==> src/rtl/dmem_pkg.sv <==
// Shared types for the MEM-stage data memory: access codes, FSM states, lane helper.
package dmem_pkg;

  typedef enum logic [1:0] {
    MEM_NONE  = 2'b00,
    MEM_WORD  = 2'b01,
    MEM_BYTE  = 2'b10,
    MEM_UBYTE = 2'b11
  } mem_rd_e;

  typedef enum logic [1:0] {
    WR_NONE = 2'b00,
    WR_WORD = 2'b01,
    WR_BYTE = 2'b10,
    WR_RSVD = 2'b11
  } mem_wr_e;

  typedef enum logic [1:0] {
    INIT = 2'b00,
    IDLE = 2'b01,
    WAIT = 2'b10
  } dmem_state_e;

  localparam int unsigned WAIT_CNT_W = 3;

  // Bits needed to select a byte lane inside one word (never below 1).
  function automatic int unsigned lane_idx_w(input int unsigned data_w);
    return (data_w / 8 > 1) ? $clog2(data_w / 8) : 1;
  endfunction

endpackage

==> src/rtl/dmem_lane_align.sv <==
// Combinational byte-lane merge for stores and lane extract with sign/zero extension for loads.
module dmem_lane_align
  import dmem_pkg::*;
#(
  parameter int unsigned DATA_W = 16,
  parameter int unsigned LANE_W = lane_idx_w(DATA_W)
) (
  input  logic [DATA_W-1:0] old_word_i,
  input  logic [DATA_W-1:0] wdata_i,
  input  logic [LANE_W-1:0] lane_i,
  input  mem_rd_e           rd_op_i,
  input  mem_wr_e           wr_op_i,
  output logic [DATA_W-1:0] wr_word_o,
  output logic [DATA_W-1:0] rd_word_o
);

  localparam int unsigned LANES = DATA_W / 8;

  logic [7:0] sel_byte;

  always_comb begin
    wr_word_o = old_word_i;
    case (wr_op_i)
      WR_WORD: wr_word_o = wdata_i;
      WR_BYTE: begin
        for (int unsigned i = 0; i < LANES; i++) begin
          if (lane_i == LANE_W'(i)) wr_word_o[i*8 +: 8] = wdata_i[7:0];
        end
      end
      default: wr_word_o = old_word_i;
    endcase
  end

  always_comb begin
    sel_byte = 8'h00;
    for (int unsigned i = 0; i < LANES; i++) begin
      if (lane_i == LANE_W'(i)) sel_byte = old_word_i[i*8 +: 8];
    end
  end

  always_comb begin
    rd_word_o = '0;
    case (rd_op_i)
      MEM_WORD:  rd_word_o = old_word_i;
      MEM_BYTE:  rd_word_o = {{(DATA_W-8){sel_byte[7]}}, sel_byte};
      MEM_UBYTE: rd_word_o = {{(DATA_W-8){1'b0}}, sel_byte};
      default:   rd_word_o = '0;
    endcase
  end

endmodule

==> src/rtl/data_mem_pipe.sv <==
// MEM-stage data memory: word/byte loads and stores, optional wait states, self zero-fill after reset.
// Define DMEM_MISALIGN_CHECK_EN to suppress and flag misaligned word accesses.
module data_mem_pipe
  import dmem_pkg::*;
#(
  parameter int unsigned DATA_W      = 16,
  parameter int unsigned ADDR_W      = 16,
  parameter int unsigned DEPTH       = 256,
  parameter int unsigned WAIT_CYCLES = 0
) (
  input  logic              clk,
  input  logic              rst,
  input  logic [1:0]        memRead,
  input  logic [1:0]        memWrite,
  input  logic [ADDR_W-1:0] addr,
  input  logic [DATA_W-1:0] writeData,
  output logic [DATA_W-1:0] readData,
  output logic              readValid,
  output logic              stall,
  output logic              initDone,
  output logic              misalign
);

  localparam int unsigned LANE_W = lane_idx_w(DATA_W);
  localparam int unsigned IDX_W  = $clog2(DEPTH);
  localparam logic [WAIT_CNT_W-1:0] CNT_INIT =
    (WAIT_CYCLES > 0) ? WAIT_CNT_W'(WAIT_CYCLES - 1) : '0;

  dmem_state_e             state_q, state_d;
  logic [WAIT_CNT_W-1:0]   cnt_q, cnt_d;
  logic [IDX_W-1:0]        init_cnt_q, init_cnt_d;
  logic                    init_done_q, init_done_d;
  logic [DATA_W-1:0]       read_data_q;
  logic                    read_valid_q;
  logic                    misalign_q;
  logic [DATA_W-1:0]       mem_q [DEPTH];

  mem_rd_e                 rd_op_c;
  mem_wr_e                 wr_op_c;
  logic [LANE_W-1:0]       lane_c;
  logic [IDX_W-1:0]        idx_c;
  logic                    has_rd_c, has_wr_c, req_c, mis_c;
  logic                    stall_c, access_c, eff_access_c;
  logic [DATA_W-1:0]       old_word_c, merged_c, load_c;
  logic                    mem_we_c;
  logic [IDX_W-1:0]        mem_waddr_c;
  logic [DATA_W-1:0]       mem_wdata_c;

  // Request decode; word index wraps modulo DEPTH.
  assign rd_op_c  = mem_rd_e'(memRead);
  assign wr_op_c  = mem_wr_e'(memWrite);
  assign lane_c   = LANE_W'(addr);
  assign idx_c    = IDX_W'(addr >> LANE_W);
  assign has_rd_c = (rd_op_c != MEM_NONE);
  assign has_wr_c = (wr_op_c == WR_WORD) || (wr_op_c == WR_BYTE);
  assign req_c    = has_rd_c || has_wr_c;

`ifdef DMEM_MISALIGN_CHECK_EN
  assign mis_c = ((rd_op_c == MEM_WORD) || (wr_op_c == WR_WORD)) && (lane_c != '0);
`else
  assign mis_c = 1'b0;
`endif

  always_ff @(posedge clk or posedge rst) begin
    if (rst) begin
      state_q     <= INIT;
      cnt_q       <= '0;
      init_cnt_q  <= '0;
      init_done_q <= 1'b0;
    end else begin
      state_q     <= state_d;
      cnt_q       <= cnt_d;
      init_cnt_q  <= init_cnt_d;
      init_done_q <= init_done_d;
    end
  end

  // Next-state, stall and access-edge decode.
  always_comb begin
    state_d     = state_q;
    cnt_d       = cnt_q;
    init_cnt_d  = init_cnt_q;
    init_done_d = init_done_q;
    stall_c     = 1'b0;
    access_c    = 1'b0;
    case (state_q)
      INIT: begin
        stall_c    = 1'b1;
        init_cnt_d = init_cnt_q + 1'b1;
        if (init_cnt_q == IDX_W'(DEPTH - 1)) begin
          state_d     = IDLE;
          init_done_d = 1'b1;
        end
      end
      IDLE: begin
        if (req_c) begin
          if (WAIT_CYCLES == 0) begin
            access_c = 1'b1;
          end else begin
            stall_c = 1'b1;
            cnt_d   = CNT_INIT;
            state_d = WAIT;
          end
        end
      end
      WAIT: begin
        if (cnt_q != '0) begin
          stall_c = 1'b1;
          cnt_d   = cnt_q - 1'b1;
        end else begin
          access_c = 1'b1;
          state_d  = IDLE;
        end
      end
      default: begin
        stall_c = 1'b1;
        state_d = INIT;
      end
    endcase
  end

  assign eff_access_c = access_c && !mis_c;
  assign old_word_c   = mem_q[idx_c];

  dmem_lane_align #(
    .DATA_W (DATA_W),
    .LANE_W (LANE_W)
  ) u_lane_align (
    .old_word_i (old_word_c),
    .wdata_i    (writeData),
    .lane_i     (lane_c),
    .rd_op_i    (rd_op_c),
    .wr_op_i    (wr_op_c),
    .wr_word_o  (merged_c),
    .rd_word_o  (load_c)
  );

  // Single write port shared by the zero-fill sweep and stores.
  always_comb begin
    mem_we_c    = 1'b0;
    mem_waddr_c = idx_c;
    mem_wdata_c = merged_c;
    if (state_q == INIT) begin
      mem_we_c    = 1'b1;
      mem_waddr_c = init_cnt_q;
      mem_wdata_c = '0;
    end else if (eff_access_c && has_wr_c) begin
      mem_we_c = 1'b1;
    end
  end

  always_ff @(posedge clk) begin
    if (mem_we_c) mem_q[mem_waddr_c] <= mem_wdata_c;
  end

  // Load result is captured from pre-store contents at the access edge.
  always_ff @(posedge clk or posedge rst) begin
    if (rst) begin
      read_data_q  <= '0;
      read_valid_q <= 1'b0;
      misalign_q   <= 1'b0;
    end else begin
      read_valid_q <= eff_access_c && has_rd_c;
      misalign_q   <= access_c && mis_c;
      if (eff_access_c && has_rd_c) read_data_q <= load_c;
    end
  end

  assign readData  = read_data_q;
  assign readValid = read_valid_q;
  assign misalign  = misalign_q;
  assign initDone  = init_done_q;
  assign stall     = stall_c;

endmodule

==> config.mk <==
export PLATFORM = sky130hd
export DESIGN_NAME = data_mem_pipe
export DESIGN_NICKNAME = d
export VERILOG_FILES = /design/src/rtl/dmem_pkg.sv /design/src/rtl/dmem_lane_align.sv /design/src/rtl/data_mem_pipe.sv
export SDC_FILE = /design/constraint.sdc
export NUM_CORES = 2
export LEC_CHECK = 0
export ABC_AREA = 0
export ABC_CLOCK_PERIOD_IN_PS = 13800
export CAP_MARGIN = 20
export CORE_ASPECT_RATIO = 1.75
export CORE_MARGIN = 5
export CORE_UTILIZATION = 39
export CTS_BUF_LIST = sky130_fd_sc_hd__clkbuf_16
export DETAILED_ROUTE_END_ITERATION = 8
export PLACE_DENSITY_LB_ADDON = 0.12
export SYNTH_ARGS = -nofsm -noshare
export SYNTH_HDL_FRONTEND = slang
export SYNTH_SLANG_ARGS = --single-unit
==> constraint.sdc <==
create_clock -name clk -period 13.8 [get_ports clk]
set_input_delay 2.76 -clock clk [delete_from_list [all_inputs] [get_ports clk]]
set_output_delay 2.76 -clock clk [all_outputs]
set_load 0.005 [all_outputs]
==> flow_summary.html <==
<table>
<tr><th>Metric</th><th>Value</th></tr>
<tr><th colspan="2">Placed design</th></tr>
<tr><td>Port bufs</td><td>between 40 and 50</td></tr>
<tr><td>Placer congestion estimate</td><td>~0.81</td></tr>
<tr><td>Placed Cells incl. Taps</td><td>between 10,000 and 15,000</td></tr>
<tr><td>Post-DP HPWL</td><td>~280,000 um</td></tr>
<tr><th colspan="2">GRT</th></tr>
<tr><td>Antenna violations before repair</td><td>18</td></tr>
<tr><td>Maximum number of pins on one net before global-route repair</td><td>about 190</td></tr>
<tr><td>Total GRT Usage</td><td>0.218</td></tr>
<tr><td>Wire length of the first global-routing pass</td><td>roughly 640,000 um</td></tr>
<tr><td>Number of global-route vias before repair</td><td>around 80,000</td></tr>
<tr><td>Total overflow reported by the global router</td><td>0</td></tr>
<tr><th colspan="2">Logic synthesis</th></tr>
<tr><td>Number of synthesized flops with an enable pin</td><td>between 4,000 and 5,000</td></tr>
<tr><td>Count of synthesis-stage warnings from yosys</td><td>0</td></tr>
<tr><td>Proportion of register bits with asynchronous set or reset after synthesis</td><td>0.00655</td></tr>
<tr><td>Cell count after synthesis</td><td>7,003</td></tr>
<tr><td>Post-synthesis net count</td><td>7,044</td></tr>
<tr><td>Synthesized flop and latch total</td><td>approximately 4,100</td></tr>
<tr><td>Leading register cell type out of synthesis</td><td>edfxtp_1</td></tr>
<tr><td>Yosys cell types</td><td>60</td></tr>
<tr><td>Area of the mapped netlist</td><td>approximately 160,000 um^2</td></tr>
<tr><td>Average cell area after synthesis</td><td>approximately 23 um^2</td></tr>
<tr><td>Sequential fraction of the synthesis area</td><td>0.785</td></tr>
<tr><th colspan="2">Route</th></tr>
<tr><td>Via count of the routed design</td><td>75,800</td></tr>
<tr><td>Drt via density</td><td>approximately 5.8</td></tr>
<tr><td>Final antenna-violating net count</td><td>0</td></tr>
<tr><td>Wire length reported by the detailed router</td><td>462,000 um</td></tr>
<tr><td>Detailed Route Iter0 Violations</td><td>7,219</td></tr>
<tr><td>Residual DRC</td><td>0</td></tr>
<tr><td>Final routed wire length divided by cell count</td><td>approximately 36 um</td></tr>
<tr><td>First-pass iteration count of the detailed router</td><td>5</td></tr>
<tr><th colspan="2">Worst setup path</th></tr>
<tr><td>CP Data Arrival Time</td><td>9.29 ns</td></tr>
<tr><td>WP data required</td><td>14.20 ns</td></tr>
<tr><td>Crit Path Class</td><td>input pin to flop</td></tr>
<tr><td>Critical Path End Type</td><td>flop</td></tr>
<tr><td>Number of cell instances on the worst register-to-register path</td><td>10</td></tr>
<tr><td>Setup slack on the worst flop-to-flop path</td><td>8.16 ns</td></tr>
<tr><td>Startpoint type of the worst setup path</td><td>input pin</td></tr>
<tr><td>Worst reg2reg startpoint</td><td>mem_q[251][9]</td></tr>
<tr><td>End of the worst register-to-register path</td><td>mem_q[83][9]</td></tr>
<tr><td>Biggest fanout along the worst timing path</td><td>approximately 190</td></tr>
<tr><th colspan="2">CTS</th></tr>
<tr><td>Setup Fix Bufs, Post-CTS</td><td>0</td></tr>
<tr><td>Number of buffers inserted for hold repair after clock tree synthesis</td><td>0</td></tr>
<tr><td>TritonCTS Buffers</td><td>approximately 370</td></tr>
<tr><td>Clock tree from TritonCTS</td><td>built</td></tr>
<tr><td>CTS H-tree depth</td><td>5</td></tr>
<tr><td>Maximum clock path buffer count</td><td>4</td></tr>
<tr><td>Resize count post-CTS</td><td>0</td></tr>
<tr><td>Clock Sinks</td><td>roughly 4,100</td></tr>
<tr><td>Clock slew seen by the registers of the worst setup and hold paths</td><td>roughly 0.060 ns</td></tr>
<tr><td>Clk Latency, worst-skew pair</td><td>approximately 0.95 ns</td></tr>
<tr><td>Root Buffer</td><td>clkbuf_16</td></tr>
<tr><th colspan="2">Timing</th></tr>
<tr><td>Max Fclk</td><td>between 100 and 150 MHz</td></tr>
<tr><td>Largest clock skew in the final design</td><td>approximately 0.067 ns</td></tr>
<tr><td>Fin Setup TNS</td><td>0 ns</td></tr>
<tr><td>Pin slew with the least headroom to its limit</td><td>1.36 ns</td></tr>
<tr><td>Headroom to the max-slew limit</td><td>0.0966</td></tr>
<tr><td>Setup repair after global routing missed its margin</td><td>false</td></tr>
<tr><td>Shortest clock period the worst path allows after layout</td><td>8.89 ns</td></tr>
<tr><td>Fin. max-slew vios</td><td>0</td></tr>
<tr><td>Count of final setup violators</td><td>0</td></tr>
<tr><td>Final Hold Viols</td><td>0</td></tr>
<tr><td>Share of the clock period used by the worst path after layout</td><td>0.644</td></tr>
<tr><th colspan="2">Worst hold path</th></tr>
<tr><td>Path category of the worst min-delay check</td><td>flop to flop</td></tr>
<tr><td>Capture endpoint of the worst hold path</td><td>readData[4]</td></tr>
<tr><td>Hold path startpoint</td><td>readData[4]</td></tr>
<tr><td>Number of cells on the worst hold path</td><td>2</td></tr>
<tr><th colspan="2">Layout</th></tr>
<tr><td>Post-route insts no fill</td><td>roughly 13,000</td></tr>
<tr><td>Sequential cell area</td><td>around 120,000 um^2</td></tr>
<tr><td>Filler cells</td><td>34,200</td></tr>
<tr><td>Share of post-route cells with drive strength above 1</td><td>0.263</td></tr>
<tr><td>Leading cell type in the layout, fill and taps excluded</td><td>edfxtp_1</td></tr>
<tr><td>Area growth syn-to-layout</td><td>12.9%</td></tr>
<tr><td>Area of combinational cells with multiple inputs</td><td>approximately 32,000 um^2</td></tr>
<tr><td>Commonest cells after routing, fill and taps aside</td><td>edfxtp_1, mux4_2, buf_4, clkbuf_16, a22oi_1</td></tr>
<tr><td>Fin nets</td><td>7,460</td></tr>
<tr><th colspan="2">Floorplanning</th></tr>
<tr><td>Starting density of the core</td><td>0.392</td></tr>
<tr><td>Die Y</td><td>approximately 850 um</td></tr>
<tr><td>Width of the chip</td><td>between 400 and 500 um</td></tr>
<tr><td>Row Count</td><td>around 300</td></tr>
<tr><td>DIE AREA</td><td>about 420,000 um^2</td></tr>
<tr><td>Floorplan Core Area</td><td>a little over 400,000 um^2</td></tr>
<tr><td>Number of top-level design ports</td><td>58</td></tr>
<tr><th colspan="2">Pwr</th></tr>
<tr><td>Peak ir drop on the vdd network</td><td>between 0.00008 and 0.00009 V</td></tr>
<tr><td>Total power consumption of the routed design</td><td>roughly 24,000 uW</td></tr>
<tr><td>Lkg Pwr</td><td>about 0.049 uW</td></tr>
<tr><td>Pwr/cell area</td><td>between 100 and 150 nW/um^2</td></tr>
<tr><th colspan="2">Status</th></tr>
<tr><td>Run status</td><td>finished, final reports clean</td></tr>
<tr><th colspan="2">Job</th></tr>
<tr><td>Number of max-capacitance violations reported</td><td>0</td></tr>
</table>
## registers in the layout, indices dropped and copies added (netlist names)
| register | cells |
|---|---|
| initDone | 1 |
| init_cnt_q | 8 |
| mem_q | 4096 |
| readData | 16 |
| readValid | 1 |
| state_q | 1 |
## final cells by class
class | instances | share of cell area
Sequential cell | 4123 | 0.695
Multi-Input combinational cell | 2438 | 0.180
Clock buffer | 377 | 0.0530
Tap cell | 5270 | 0.0370
Timing Repair Buffer | 475 | 0.0235
Clock inverter | 267 | 0.0115
Antenna cell | 23 | 0.000323
Inverter | 10 | 0.000211
## cell families (layout without fill, tap and decap cells)
| logic type | Yosys count | count (layout) | synth area share |
|---|---|---|---|
| buffers and inverters | 442 | 1129 | 0.0144 |
| XOR/XNOR | 7 | 7 | 0.000389 |
| flip-flops | 4123 | 4123 | 0.785 |
| other | 1 | 24 | 0.0000238 |
| AO/OA/AOI/OAI | 824 | 824 | 0.0368 |
| multiplexers | 1067 | 1067 | 0.148 |
| adder cells (fa/ha/maj) | 3 | 3 | 0.000238 |
| AND/OR/NAND/NOR | 536 | 536 | 0.0148 |
## critical path, stage by stage
cell,delay [ns]
buf_16,0.43
buf_12,0.62
buf_4,0.60
mux4_2,0.57
a22oi_1,0.38
a21oi_1,0.19
or4_1,0.76
a22oi_1,0.84
o211ai_1,0.51
nor2_1,0.26
nor3_2,0.05
buf_4,0.30
buf_12,0.39
## synthesized netlist by cell type (3+ instances only)
cell type / instances / area share
or2_2: 5 / 0.00020
o221a_2: 3 / 0.00021
or3_1: 3 / 0.00012
o221a_1: 5 / 0.00036
a211oi_1: 10 / 0.00048
o22ai_1: 40 / 0.0016
xnor2_1: 4 / 0.00022
buf_4: 58 / 0.0028
a22oi_1: 364 / 0.017
nand2_1: 97 / 0.0023
mux2i_1: 29 / 0.0018
dfrtp_1: 27 / 0.0043
a311oi_1: 3 / 0.00017
nor2_1: 313 / 0.0075
o32ai_1: 3 / 0.00017
mux4_2: 1014 / 0.14
or4_1: 29 / 0.0014
buf_1: 32 / 0.00076
nor2b_1: 13 / 0.00052
a221o_1: 7 / 0.00044
a221oi_1: 65 / 0.0036
o21ai_1: 3 / 0.000095
a21oi_1: 198 / 0.0063
inv_1: 8 / 0.00019
edfxtp_1: 4096 / 0.78
mux2_2: 24 / 0.0017
clkbuf_1: 175 / 0.0042
xor2_1: 3 / 0.00017
o31ai_1: 5 / 0.00024
ha_1: 3 / 0.00024
nor4_1: 17 / 0.00067
nand2b_1: 17 / 0.00067
o21ai_0: 27 / 0.00086
o211ai_1: 15 / 0.00071
nor3_1: 19 / 0.00060
nand4_1: 3 / 0.00012
a22o_1: 59 / 0.0033
and2_1: 6 / 0.00024
a2111oi_0: 4 / 0.00022
buf_2: 138 / 0.0044
nand3_1: 7 / 0.00022
buf_6: 29 / 0.0021
## through the flow
| step | cell area (um^2) | util | hold WS [ns] | worst slack, ns |
|---|---|---|---|---|
| 2_1_floorplan | 158000 | - | 0.463 | -2.74 |
| 3_3_place_gp | 166000 | 0.413 | 0.475 | 4.07 |
| 3_5_place_dp | 166000 | 0.414 | 0.469 | 3.97 |
| 4_1_cts | 178000 | 0.442 | 0.484 | 5.00 |
| 5_1_grt | 178000 | 0.442 | 0.511 | 4.82 |
| 6_report | 178000 | 0.442 | 0.480 | 4.91 |
## where the power goes
group | switching (uW) | total [uW] | internal, uW
clock | 4540 | 10100 | 5550
sequential | 0 | 13500 | 13500
combinational | 565 | 840 | 275
## per-layer routing
metal | global-route usage | wire, um | share of wire
met1 | 0.263 | 171000 | 0.37
met5 | 0 | 24 | 0.000052
met2 | 0.395 | 247000 | 0.53
met4 | 0.0821 | 20000 | 0.043
met3 | 0.0319 | 23800 | 0.052
## how the worst max path moves through the flow
| stage | from | to | slack [ns] | cells after the start |
|---|---|---|---|---|
| finish | addr[1] | mem_q[83][9] | 4.91 | 13 |
| CTS | addr[2] | mem_q[175][7] | 5.00 | 11 |
| floorplan | addr[3] | mem_q[0][9] | -2.74 | 12 |
| global placement | addr[3] | mem_q[170][7] | 4.07 | 10 |
| detailed placement | addr[2] | mem_q[171][7] | 3.97 | 11 |
| global route | addr[1] | mem_q[164][9] | 4.82 | 13 |
Note: power is estimated with default switching activity, not from simulation.
